==> config.mk <==
export PLATFORM = sky130hd
export DESIGN_NAME = if_prefetch_stage_flat
export DESIGN_NICKNAME = d
export VERILOG_FILES = /design/src/rtl/riscv_pkg.sv /design/src/rtl/if_prefetch_stage_if.sv /design/src/rtl/if_prefetch_fifo.sv /design/src/rtl/if_prefetch_stage.sv /design/src/flat_wrapper.sv
export SDC_FILE = /design/constraint.sdc
export NUM_CORES = 1
export LEC_CHECK = 0
export BUFFER_PORTS_ARGS = -buffer_cell sky130_fd_sc_hd__buf_4
export CAP_MARGIN = 25
export CELL_PAD_IN_SITES_DETAIL_PLACEMENT = 1
export CELL_PAD_IN_SITES_GLOBAL_PLACEMENT = 1
export CORE_MARGIN = 2
export CORE_UTILIZATION = 35
export CTS_CLUSTER_DIAMETER = 30
export DETAILED_ROUTE_END_ITERATION = 12
export PLACE_DENSITY = 0.55
export RECOVER_POWER = 25
export SETUP_SLACK_MARGIN = 0.05
export SYNTH_ARGS = -nofsm -noshare
export SYNTH_HDL_FRONTEND = slang
export SYNTH_SLANG_ARGS = --single-unit
==> constraint.sdc <==
create_clock -name clk -period 5.2 [get_ports clk]
set_input_delay 1.56 -clock clk [delete_from_list [all_inputs] [get_ports clk]]
set_output_delay 1.56 -clock clk [all_outputs]
set_load 0.1 [all_outputs]
==> src/rtl/riscv_pkg.sv <==
// rtl/riscv_pkg.sv - shared RISC-V pipeline types and constants
// Purpose: XLEN default, canonical NOP encoding and the IF/ID pipeline entry.
// Ports: none (package).
package riscv_pkg;

  localparam int XLEN = 32;

  localparam logic [31:0] NOP_INSTR = 32'h0000_0013;

  typedef struct packed {
    logic [XLEN-1:0] pc;
    logic [XLEN-1:0] pc_plus4;
    logic [XLEN-1:0] instr;
  } if_id_t;

endpackage

==> src/rtl/if_prefetch_stage_if.sv <==
// rtl/if_prefetch_stage_if.sv - fetch-stage instruction memory and decode-side bus
// Purpose: bundles the imem request/response channel and the IF/ID output handshake.
// Ports (master = fetch stage):
//   imem_req_valid/imem_req_ready/imem_req_addr - request channel
//   imem_rsp_valid/imem_rsp_data                - in-order response channel
//   out_valid/out_ready/out                     - queue head towards decode
interface if_prefetch_stage_if #(
  parameter int XLEN = riscv_pkg::XLEN
);

  logic                imem_req_valid;
  logic                imem_req_ready;
  logic [XLEN-1:0]     imem_req_addr;
  logic                imem_rsp_valid;
  logic [XLEN-1:0]     imem_rsp_data;
  logic                out_valid;
  logic                out_ready;
  riscv_pkg::if_id_t   out;

  modport master (
    output imem_req_valid, imem_req_addr,
    input  imem_req_ready,
    input  imem_rsp_valid, imem_rsp_data,
    output out_valid, out,
    input  out_ready
  );

  modport slave (
    input  imem_req_valid, imem_req_addr,
    output imem_req_ready,
    output imem_rsp_valid, imem_rsp_data,
    input  out_valid, out,
    output out_ready
  );

endinterface

==> src/rtl/if_prefetch_fifo.sv <==
// rtl/if_prefetch_fifo.sv - synchronous FIFO with flush, push/pop in one cycle and count
// Purpose: storage for the prefetch queue and the in-order PC tag queue.
// Ports:
//   clk, rst_n          - clock, async active-low reset
//   flush_i             - empties the FIFO; overrides push and pop
//   push_i/push_data_i  - write (accepted when not full, or full with a pop)
//   pop_i               - remove head (ignored when empty)
//   head_o, count_o     - current head entry and occupancy
module if_prefetch_fifo #(
  parameter int WIDTH = 32,
  parameter int DEPTH = 4,
  localparam int AW = (DEPTH > 1) ? $clog2(DEPTH) : 1,
  localparam int CW = $clog2(DEPTH + 1)
) (
  input  logic             clk,
  input  logic             rst_n,
  input  logic             flush_i,
  input  logic             push_i,
  input  logic [WIDTH-1:0] push_data_i,
  input  logic             pop_i,
  output logic [WIDTH-1:0] head_o,
  output logic [CW-1:0]    count_o
);

  logic [WIDTH-1:0] mem_q [DEPTH];
  logic [AW-1:0]    rd_ptr_q, rd_ptr_d;
  logic [AW-1:0]    wr_ptr_q, wr_ptr_d;
  logic [CW-1:0]    count_q, count_d;
  logic             do_push, do_pop;

  // Explicit wrap so DEPTH need not be a power of two (tag queue).
  function automatic logic [AW-1:0] ptr_inc(input logic [AW-1:0] p);
    return (p == AW'(DEPTH - 1)) ? '0 : p + 1'b1;
  endfunction

  assign do_pop  = pop_i && (count_q != '0);
  // A push into a full FIFO is legal when the head leaves in the same cycle.
  assign do_push = push_i && ((count_q != CW'(DEPTH)) || do_pop);

  always_comb begin
    rd_ptr_d = rd_ptr_q;
    wr_ptr_d = wr_ptr_q;
    count_d  = count_q;
    if (flush_i) begin
      rd_ptr_d = '0;
      wr_ptr_d = '0;
      count_d  = '0;
    end else begin
      if (do_push) wr_ptr_d = ptr_inc(wr_ptr_q);
      if (do_pop)  rd_ptr_d = ptr_inc(rd_ptr_q);
      count_d = count_q + CW'(do_push) - CW'(do_pop);
    end
  end

  always_ff @(posedge clk or negedge rst_n) begin
    if (!rst_n) begin
      rd_ptr_q <= '0;
      wr_ptr_q <= '0;
      count_q  <= '0;
    end else begin
      rd_ptr_q <= rd_ptr_d;
      wr_ptr_q <= wr_ptr_d;
      count_q  <= count_d;
    end
  end

  always_ff @(posedge clk) begin
    if (do_push && !flush_i) mem_q[wr_ptr_q] <= push_data_i;
  end

  assign head_o  = mem_q[rd_ptr_q];
  assign count_o = count_q;

endmodule

==> src/rtl/if_prefetch_stage.sv <==
// rtl/if_prefetch_stage.sv - instruction fetch stage with decoupled prefetch queue
// Purpose: issues in-order imem requests (up to MAX_OUTSTANDING in flight), queues
//   {pc, pc_plus4, instr} for decode, and flushes/drops stale work on redirect.
// Optional: IF_PERF_CNT_EN adds saturating perf_fetched/perf_dropped/perf_starve.
// Ports:
//   clk, rst_n        - clock, async active-low reset
//   en                - fetch enable (gates new requests only)
//   pcsrc, pctarget   - redirect strobe and target
//   bus (master)      - imem request/response and decode output handshake
//   perf_* (optional) - performance counters
module if_prefetch_stage #(
  parameter int              XLEN            = riscv_pkg::XLEN,
  parameter logic [XLEN-1:0] RESET_PC        = '0,
  parameter int              FIFO_DEPTH      = 4,
  parameter int              MAX_OUTSTANDING = 2
) (
  input  logic                       clk,
  input  logic                       rst_n,
  input  logic                       en,
  input  logic                       pcsrc,
  input  logic [XLEN-1:0]            pctarget,
  if_prefetch_stage_if.master        bus
`ifdef IF_PERF_CNT_EN
  ,
  output logic [31:0]                perf_fetched,
  output logic [31:0]                perf_dropped,
  output logic [31:0]                perf_starve
`endif
);

  import riscv_pkg::*;

  localparam int DCW = $clog2(FIFO_DEPTH + 1);
  localparam int TCW = $clog2(MAX_OUTSTANDING + 1);
  localparam int DW  = $bits(if_id_t);

  logic [XLEN-1:0] fetch_pc_q, fetch_pc_d;
  logic [TCW-1:0]  drop_q, drop_d;
  logic            active_q;
  logic [TCW-1:0]  tag_count;
  logic [XLEN-1:0] tag_head;
  logic [DCW-1:0]  data_count;
  logic [DW-1:0]   data_head;
  if_id_t          push_entry;
  logic            credit_ok, req_fire, rsp_take, push_en, pop_en;

  // Tag-queue occupancy is the outstanding count; reserving queue space per
  // request means every response always has a slot.
  assign credit_ok = (int'(tag_count) < MAX_OUTSTANDING) &&
                     (int'(tag_count) + int'(data_count) < FIFO_DEPTH);

  // active_q keeps req_valid low while reset is asserted and for its release cycle.
  assign bus.imem_req_valid = active_q && en && !pcsrc && credit_ok;
  assign bus.imem_req_addr  = fetch_pc_q;
  assign req_fire           = bus.imem_req_valid && bus.imem_req_ready;

  // Responses with nothing outstanding (stray after reset) are ignored.
  assign rsp_take = bus.imem_rsp_valid && (tag_count != '0);
  assign push_en  = rsp_take && (drop_q == '0) && !pcsrc;
  assign pop_en   = bus.out_valid && bus.out_ready;

  assign push_entry = '{pc: tag_head, pc_plus4: tag_head + XLEN'(4), instr: bus.imem_rsp_data};

  assign bus.out_valid = (data_count != '0);
  assign bus.out       = bus.out_valid ? if_id_t'(data_head) : '0;

  always_comb begin
    fetch_pc_d = fetch_pc_q;
    if (pcsrc)         fetch_pc_d = {pctarget[XLEN-1:2], 2'b00};
    else if (req_fire) fetch_pc_d = fetch_pc_q + XLEN'(4);

    // On redirect everything still in flight after this cycle is stale; the
    // tag queue already counts older stale requests, so this also accumulates.
    drop_d = drop_q;
    if (pcsrc)                          drop_d = tag_count - TCW'(rsp_take);
    else if (rsp_take && drop_q != '0)  drop_d = drop_q - 1'b1;
  end

  always_ff @(posedge clk or negedge rst_n) begin
    if (!rst_n) begin
      fetch_pc_q <= RESET_PC;
      drop_q     <= '0;
      active_q   <= 1'b0;
    end else begin
      fetch_pc_q <= fetch_pc_d;
      drop_q     <= drop_d;
      active_q   <= 1'b1;
    end
  end

  // Tag queue is never flushed: stale responses still retire their tag.
  if_prefetch_fifo #(.WIDTH(XLEN), .DEPTH(MAX_OUTSTANDING)) u_tag_q (
    .clk         (clk),
    .rst_n       (rst_n),
    .flush_i     (1'b0),
    .push_i      (req_fire),
    .push_data_i (fetch_pc_q),
    .pop_i       (rsp_take),
    .head_o      (tag_head),
    .count_o     (tag_count)
  );

  if_prefetch_fifo #(.WIDTH(DW), .DEPTH(FIFO_DEPTH)) u_data_q (
    .clk         (clk),
    .rst_n       (rst_n),
    .flush_i     (pcsrc),
    .push_i      (push_en),
    .push_data_i (push_entry),
    .pop_i       (pop_en),
    .head_o      (data_head),
    .count_o     (data_count)
  );

`ifdef IF_PERF_CNT_EN
  logic [31:0] perf_fetched_q, perf_dropped_q, perf_starve_q;
  logic [31:0] drop_inc;

  function automatic logic [31:0] sat_add(input logic [31:0] a, input logic [31:0] b);
    logic [32:0] s;
    s = {1'b0, a} + {1'b0, b};
    return s[32] ? '1 : s[31:0];
  endfunction

  // Flush discards every queued entry; a pop in the redirect cycle does not happen.
  assign drop_inc = 32'(rsp_take && !push_en) + (pcsrc ? 32'(data_count) : 32'd0);

  always_ff @(posedge clk or negedge rst_n) begin
    if (!rst_n) begin
      perf_fetched_q <= '0;
      perf_dropped_q <= '0;
      perf_starve_q  <= '0;
    end else begin
      perf_fetched_q <= sat_add(perf_fetched_q, 32'(push_en));
      perf_dropped_q <= sat_add(perf_dropped_q, drop_inc);
      perf_starve_q  <= sat_add(perf_starve_q, 32'(bus.out_ready && !bus.out_valid));
    end
  end

  assign perf_fetched = perf_fetched_q;
  assign perf_dropped = perf_dropped_q;
  assign perf_starve  = perf_starve_q;
`endif

endmodule

==> src/flat_wrapper.sv <==
// flat-port wrapper written by rule: the top's interface ports become plain ports
module if_prefetch_stage_flat import riscv_pkg::*;
#(
  parameter int              XLEN            = riscv_pkg::XLEN,
  parameter logic [XLEN-1:0] RESET_PC        = '0,
  parameter int              FIFO_DEPTH      = 4,
  parameter int              MAX_OUTSTANDING = 2
)
  (clk, rst_n, en, pcsrc, pctarget, bus_imem_req_valid, bus_imem_req_addr, bus_imem_req_ready, bus_imem_rsp_valid, bus_imem_rsp_data, bus_out_valid, bus_out, bus_out_ready);
  if_prefetch_stage_if #(.XLEN(XLEN)) bus_i ();
  input  logic clk;
  input  logic rst_n;
  input  logic en;
  input  logic pcsrc;
  input  logic [XLEN-1:0] pctarget;
  output wire logic [$bits(bus_i.imem_req_valid)-1:0] bus_imem_req_valid;
  output wire logic [$bits(bus_i.imem_req_addr)-1:0] bus_imem_req_addr;
  input wire logic [$bits(bus_i.imem_req_ready)-1:0] bus_imem_req_ready;
  input wire logic [$bits(bus_i.imem_rsp_valid)-1:0] bus_imem_rsp_valid;
  input wire logic [$bits(bus_i.imem_rsp_data)-1:0] bus_imem_rsp_data;
  output wire logic [$bits(bus_i.out_valid)-1:0] bus_out_valid;
  output wire logic [$bits(bus_i.out)-1:0] bus_out;
  input wire logic [$bits(bus_i.out_ready)-1:0] bus_out_ready;
  assign bus_imem_req_valid = bus_i.imem_req_valid;
  assign bus_imem_req_addr = bus_i.imem_req_addr;
  assign bus_i.imem_req_ready = bus_imem_req_ready;
  assign bus_i.imem_rsp_valid = bus_imem_rsp_valid;
  assign bus_i.imem_rsp_data = bus_imem_rsp_data;
  assign bus_out_valid = bus_i.out_valid;
  assign bus_out = bus_i.out;
  assign bus_i.out_ready = bus_out_ready;
  if_prefetch_stage #(.XLEN(XLEN), .RESET_PC(RESET_PC), .FIFO_DEPTH(FIFO_DEPTH), .MAX_OUTSTANDING(MAX_OUTSTANDING)) u_core (.clk(clk), .rst_n(rst_n), .en(en), .pcsrc(pcsrc), .pctarget(pctarget), .bus(bus_i));
endmodule
==> impl_metrics.env <==
export IMPL_cap_viol_max_count=1
export IMPL_post_cts_buffers=0
export IMPL_grt_max_degree=65
export IMPL_p_leak_nw=8.91
export IMPL_cp_data_arrival_time_ps=2780
export IMPL_clk_pin_slew_ps=50
export IMPL_core_um2=55200
export IMPL_ir_drop_mv=0.436
export IMPL_fin_crit_sh_pct=83.5
export IMPL_cp_max_fo=31
export IMPL_die_area_um2=57700
export IMPL_synth_edf_count=428
export IMPL_fillers=5305
export IMPL_avgSynthCellArea_um2=17.6
export IMPL_synth_top_area_share_pct=65.8
export IMPL_p_per_area_nw_per_um2=666
export IMPL_routedWlPerCell_um=21.1
export IMPL_ys_top_cells_by_area="edfxtp_1 (66%), mux4_2 (11%), dfrtp_1 (5.6%), and2_1 (3.1%), mux2_2 (1.2%)"
export IMPL_ctsHoldBuffers=0
export IMPL_hp_class="reg -> reg"
export IMPL_antenna_found_initial=0
export IMPL_cp_start_kind="register"
export IMPL_hold_viol_final=0
export IMPL_clockBufferDepth=3
export IMPL_pwr_share_comb_pct=33.2
export IMPL_finalWirelength_um=46700
export IMPL_h_tree_depth=3
export IMPL_final_cell_mix="edfxtp_1 (428), buf_4 (170), clkbuf_16 (104), and2_1 (93), mux4_2 (92)"
export IMPL_multi_input_comb_area_um2=5250
export IMPL_p_sw_mw=6.53
export IMPL_slew_violations=45
export IMPL_dp_hpwl_um=29400
export IMPL_drt_iter0_markers=661
export IMPL_die_x_um=240
export IMPL_async_reset_ff_share_pct=9.32
export IMPL_ant_nets=0
export IMPL_max_slew_margin_rel_pct=-77.7
export IMPL_grt_usage_pct=16.6
export IMPL_rows=86
export IMPL_setup_violations=0
export IMPL_cts_buffers_inserted=104
export IMPL_intPower_mw=10.4
export IMPL_finClkSkew_ps=20.2
export IMPL_clk_latency_ps=640
export IMPL_diodes=0
export IMPL_post_route_min_period_ps=4340
export IMPL_swShare_pct=38.6
export IMPL_grt_pass1_vias=12000
export IMPL_rsz0062_at_grt="false"
export IMPL_fin_util_pct=46.1
export IMPL_fp_dieH_um=240
export IMPL_crit_type="reg -> out"
export IMPL_grt_ovfl_total=0
export IMPL_drt_vias_per_instance=4.93
export IMPL_violations="capacitance limit, slew limit"
export IMPL_root_buffer="clkbuf_16"
export IMPL_port_buffers=192
export IMPL_cp_end_kind="primary output"
export IMPL_netlist_area_um2=19500
export IMPL_detail_route_first_pass_iterations=4
export IMPL_io_pins=201
export IMPL_netlist_instances=1110
export IMPL_cts_sinks=472
export IMPL_drc=0
export IMPL_drive_gt1_share_pct=32.4
export IMPL_start_util_pct=35.4
export IMPL_setup_slack_ps=858
export IMPL_cts_tree="done"
export IMPL_regArea_um2=14000
export IMPL_worstPathCellList="buf_12 > mux4_2 > and2_1 > buf_4"
export IMPL_fmax_ghz=0.230
export IMPL_setup_tns_ps=0
export IMPL_layout_commonest_cell="edfxtp_1"
export IMPL_fin_nets=1463
export IMPL_status="complete, but fails checks"
export IMPL_pre_cts_slack_ps=1130
export IMPL_gp_congestion=0.745
export IMPL_grt_pass1_wl_um=72200
export IMPL_cp_required_ps=3640
export IMPL_synth_cell_types=60
export IMPL_yosysSeqAreaShare_pct=71.4
export IMPL_clock_power_share_pct=39.1
export IMPL_yosysWarnings=0
export IMPL_ctsResizeCount=0
export IMPL_synth_ff_type="edfxtp_1"
export IMPL_vias=10900
export IMPL_seqPwrFrac_pct=27.7
export IMPL_critPathSlowestCell="dfrtp_4"
export IMPL_cpPeakStageDelay_ps=800
export IMPL_yosys_area_top_type="edfxtp_1"
export IMPL_synth_seq_cells=472
export IMPL_r2r_slack_ps=2030
export IMPL_syn2layout_area_growth_pct=30.2
export IMPL_worst_pin_slew_ps=2670
[power groups by stage]
stage | registers (mW) | clock network [mW] | logic, mW
CTS | 4.70 | 6.76 | 5.72
floorplan | 4.83 | 0 | 4.28
finish | 4.69 | 6.63 | 5.62
detailed placement | 4.76 | 0 | 5.71
global placement | 4.75 | 0 | 5.67
global route | 4.72 | 6.95 | 5.89
[sequential cells by signal (all words and copies together) (netlist names)]
register / cells
u_core.u_data_q.rd_ptr_q: 2
u_core.u_data_q.mem_q: 368
u_core.drop_q: 2
u_core.bus.imem_req_addr: 30
u_core.u_tag_q.count_o: 2
u_core.u_data_q.wr_ptr_q: 2
u_core.u_data_q.count_o: 3
u_core.u_tag_q.wr_ptr_q: 1
u_core.u_tag_q.rd_ptr_q: 1
u_core.u_tag_q.mem_q: 60
u_core.active_q: 1
[synth_stat cells, types with 13 or more instances]
cell type / count
xor2_1: 25
clkbuf_1: 23
nand2_1: 61
o21ai_0: 27
edfxtp_1: 428
inv_1: 18
ha_1: 13
nor2_1: 29
dfrtp_1: 44
nand3_1: 29
mux2_2: 21
buf_2: 17
nor3_1: 13
and2_1: 97
xnor2_1: 20
nand4_1: 17
mux4_2: 92
[final timing paths]
kind / from / to / cells past startpoint
setup / recovery: u_core.u_data_q.rd_ptr_q[0] / bus_out[26] / 4
hold / removal: u_core.u_tag_q.wr_ptr_q / u_core.u_tag_q.wr_ptr_q / 1
setup reg to reg: u_core.u_data_q.count_o[2] / u_core.u_data_q.count_o[2] / 11
hold reg to reg: u_core.u_tag_q.wr_ptr_q / u_core.u_tag_q.wr_ptr_q / 1
max in group asynchronous: rst_n / u_core.u_data_q.rd_ptr_q[1] / 1
min in group asynchronous: rst_n / u_core.bus.imem_req_addr[19] / 1
[logic make-up (layout without fill, tap and decap cells)]
| kind of cell | count (synthesis) | in the layout | share of synthesized area [%] |
|---|---|---|---|
| buffers and inverters | 76 | 425 | 1.91 |
| XOR/XNOR | 45 | 45 | 2.02 |
| AND/OR/NAND/NOR | 301 | 301 | 8.94 |
| multiplexers | 118 | 118 | 12.1 |
| other | 2 | 7 | 0.0384 |
| flip-flops | 472 | 472 | 71.4 |
| adder cells (fa/ha/maj) | 14 | 14 | 0.935 |
| AO/OA/AOI/OAI | 82 | 82 | 2.68 |
[metal layers]
metal  share of wire (%)  routed length [µm]  track usage [%]  vias up
li1                    -                   -                -     4921
met1                  47               21900             22.8     5619
met2                  46               21600             26.0      285
met3                 5.0                2320             4.26       84
met4                 1.9                 886             5.06        0
met5                   0                   0                0        -
[cell type report]
cell class,instances,share of cell area (%)
Sequential cell,472,54.9
Multi-Input combinational cell,567,20.6
Clock buffer,119,10.4
Timing Repair Buffer,215,6.44
Clock inverter,73,3.70
Tap cell,748,3.68
Inverter,18,0.265
[critical path: cells and delay by family (launching register included)]
kind | cells | cell delay, ps
flip-flops | 1 | 800
buffers and inverters | 2 | 590
multiplexers | 1 | 550
AND/OR/NAND/NOR | 1 | 170
[through the flow]
stage	area (µm²)	power, mW	hold slack [ps]	std cells
after CTS	25600	17.2	514	2212
after global placement	22000	10.4	491	2019
after detailed placement	22000	10.5	506	2020
final	25500	16.9	514	2212
after floorplan	19600	9.12	460	1115
after global routing	25500	17.6	528	2212
No activity file was read; power rests on OpenSTA's default activity.
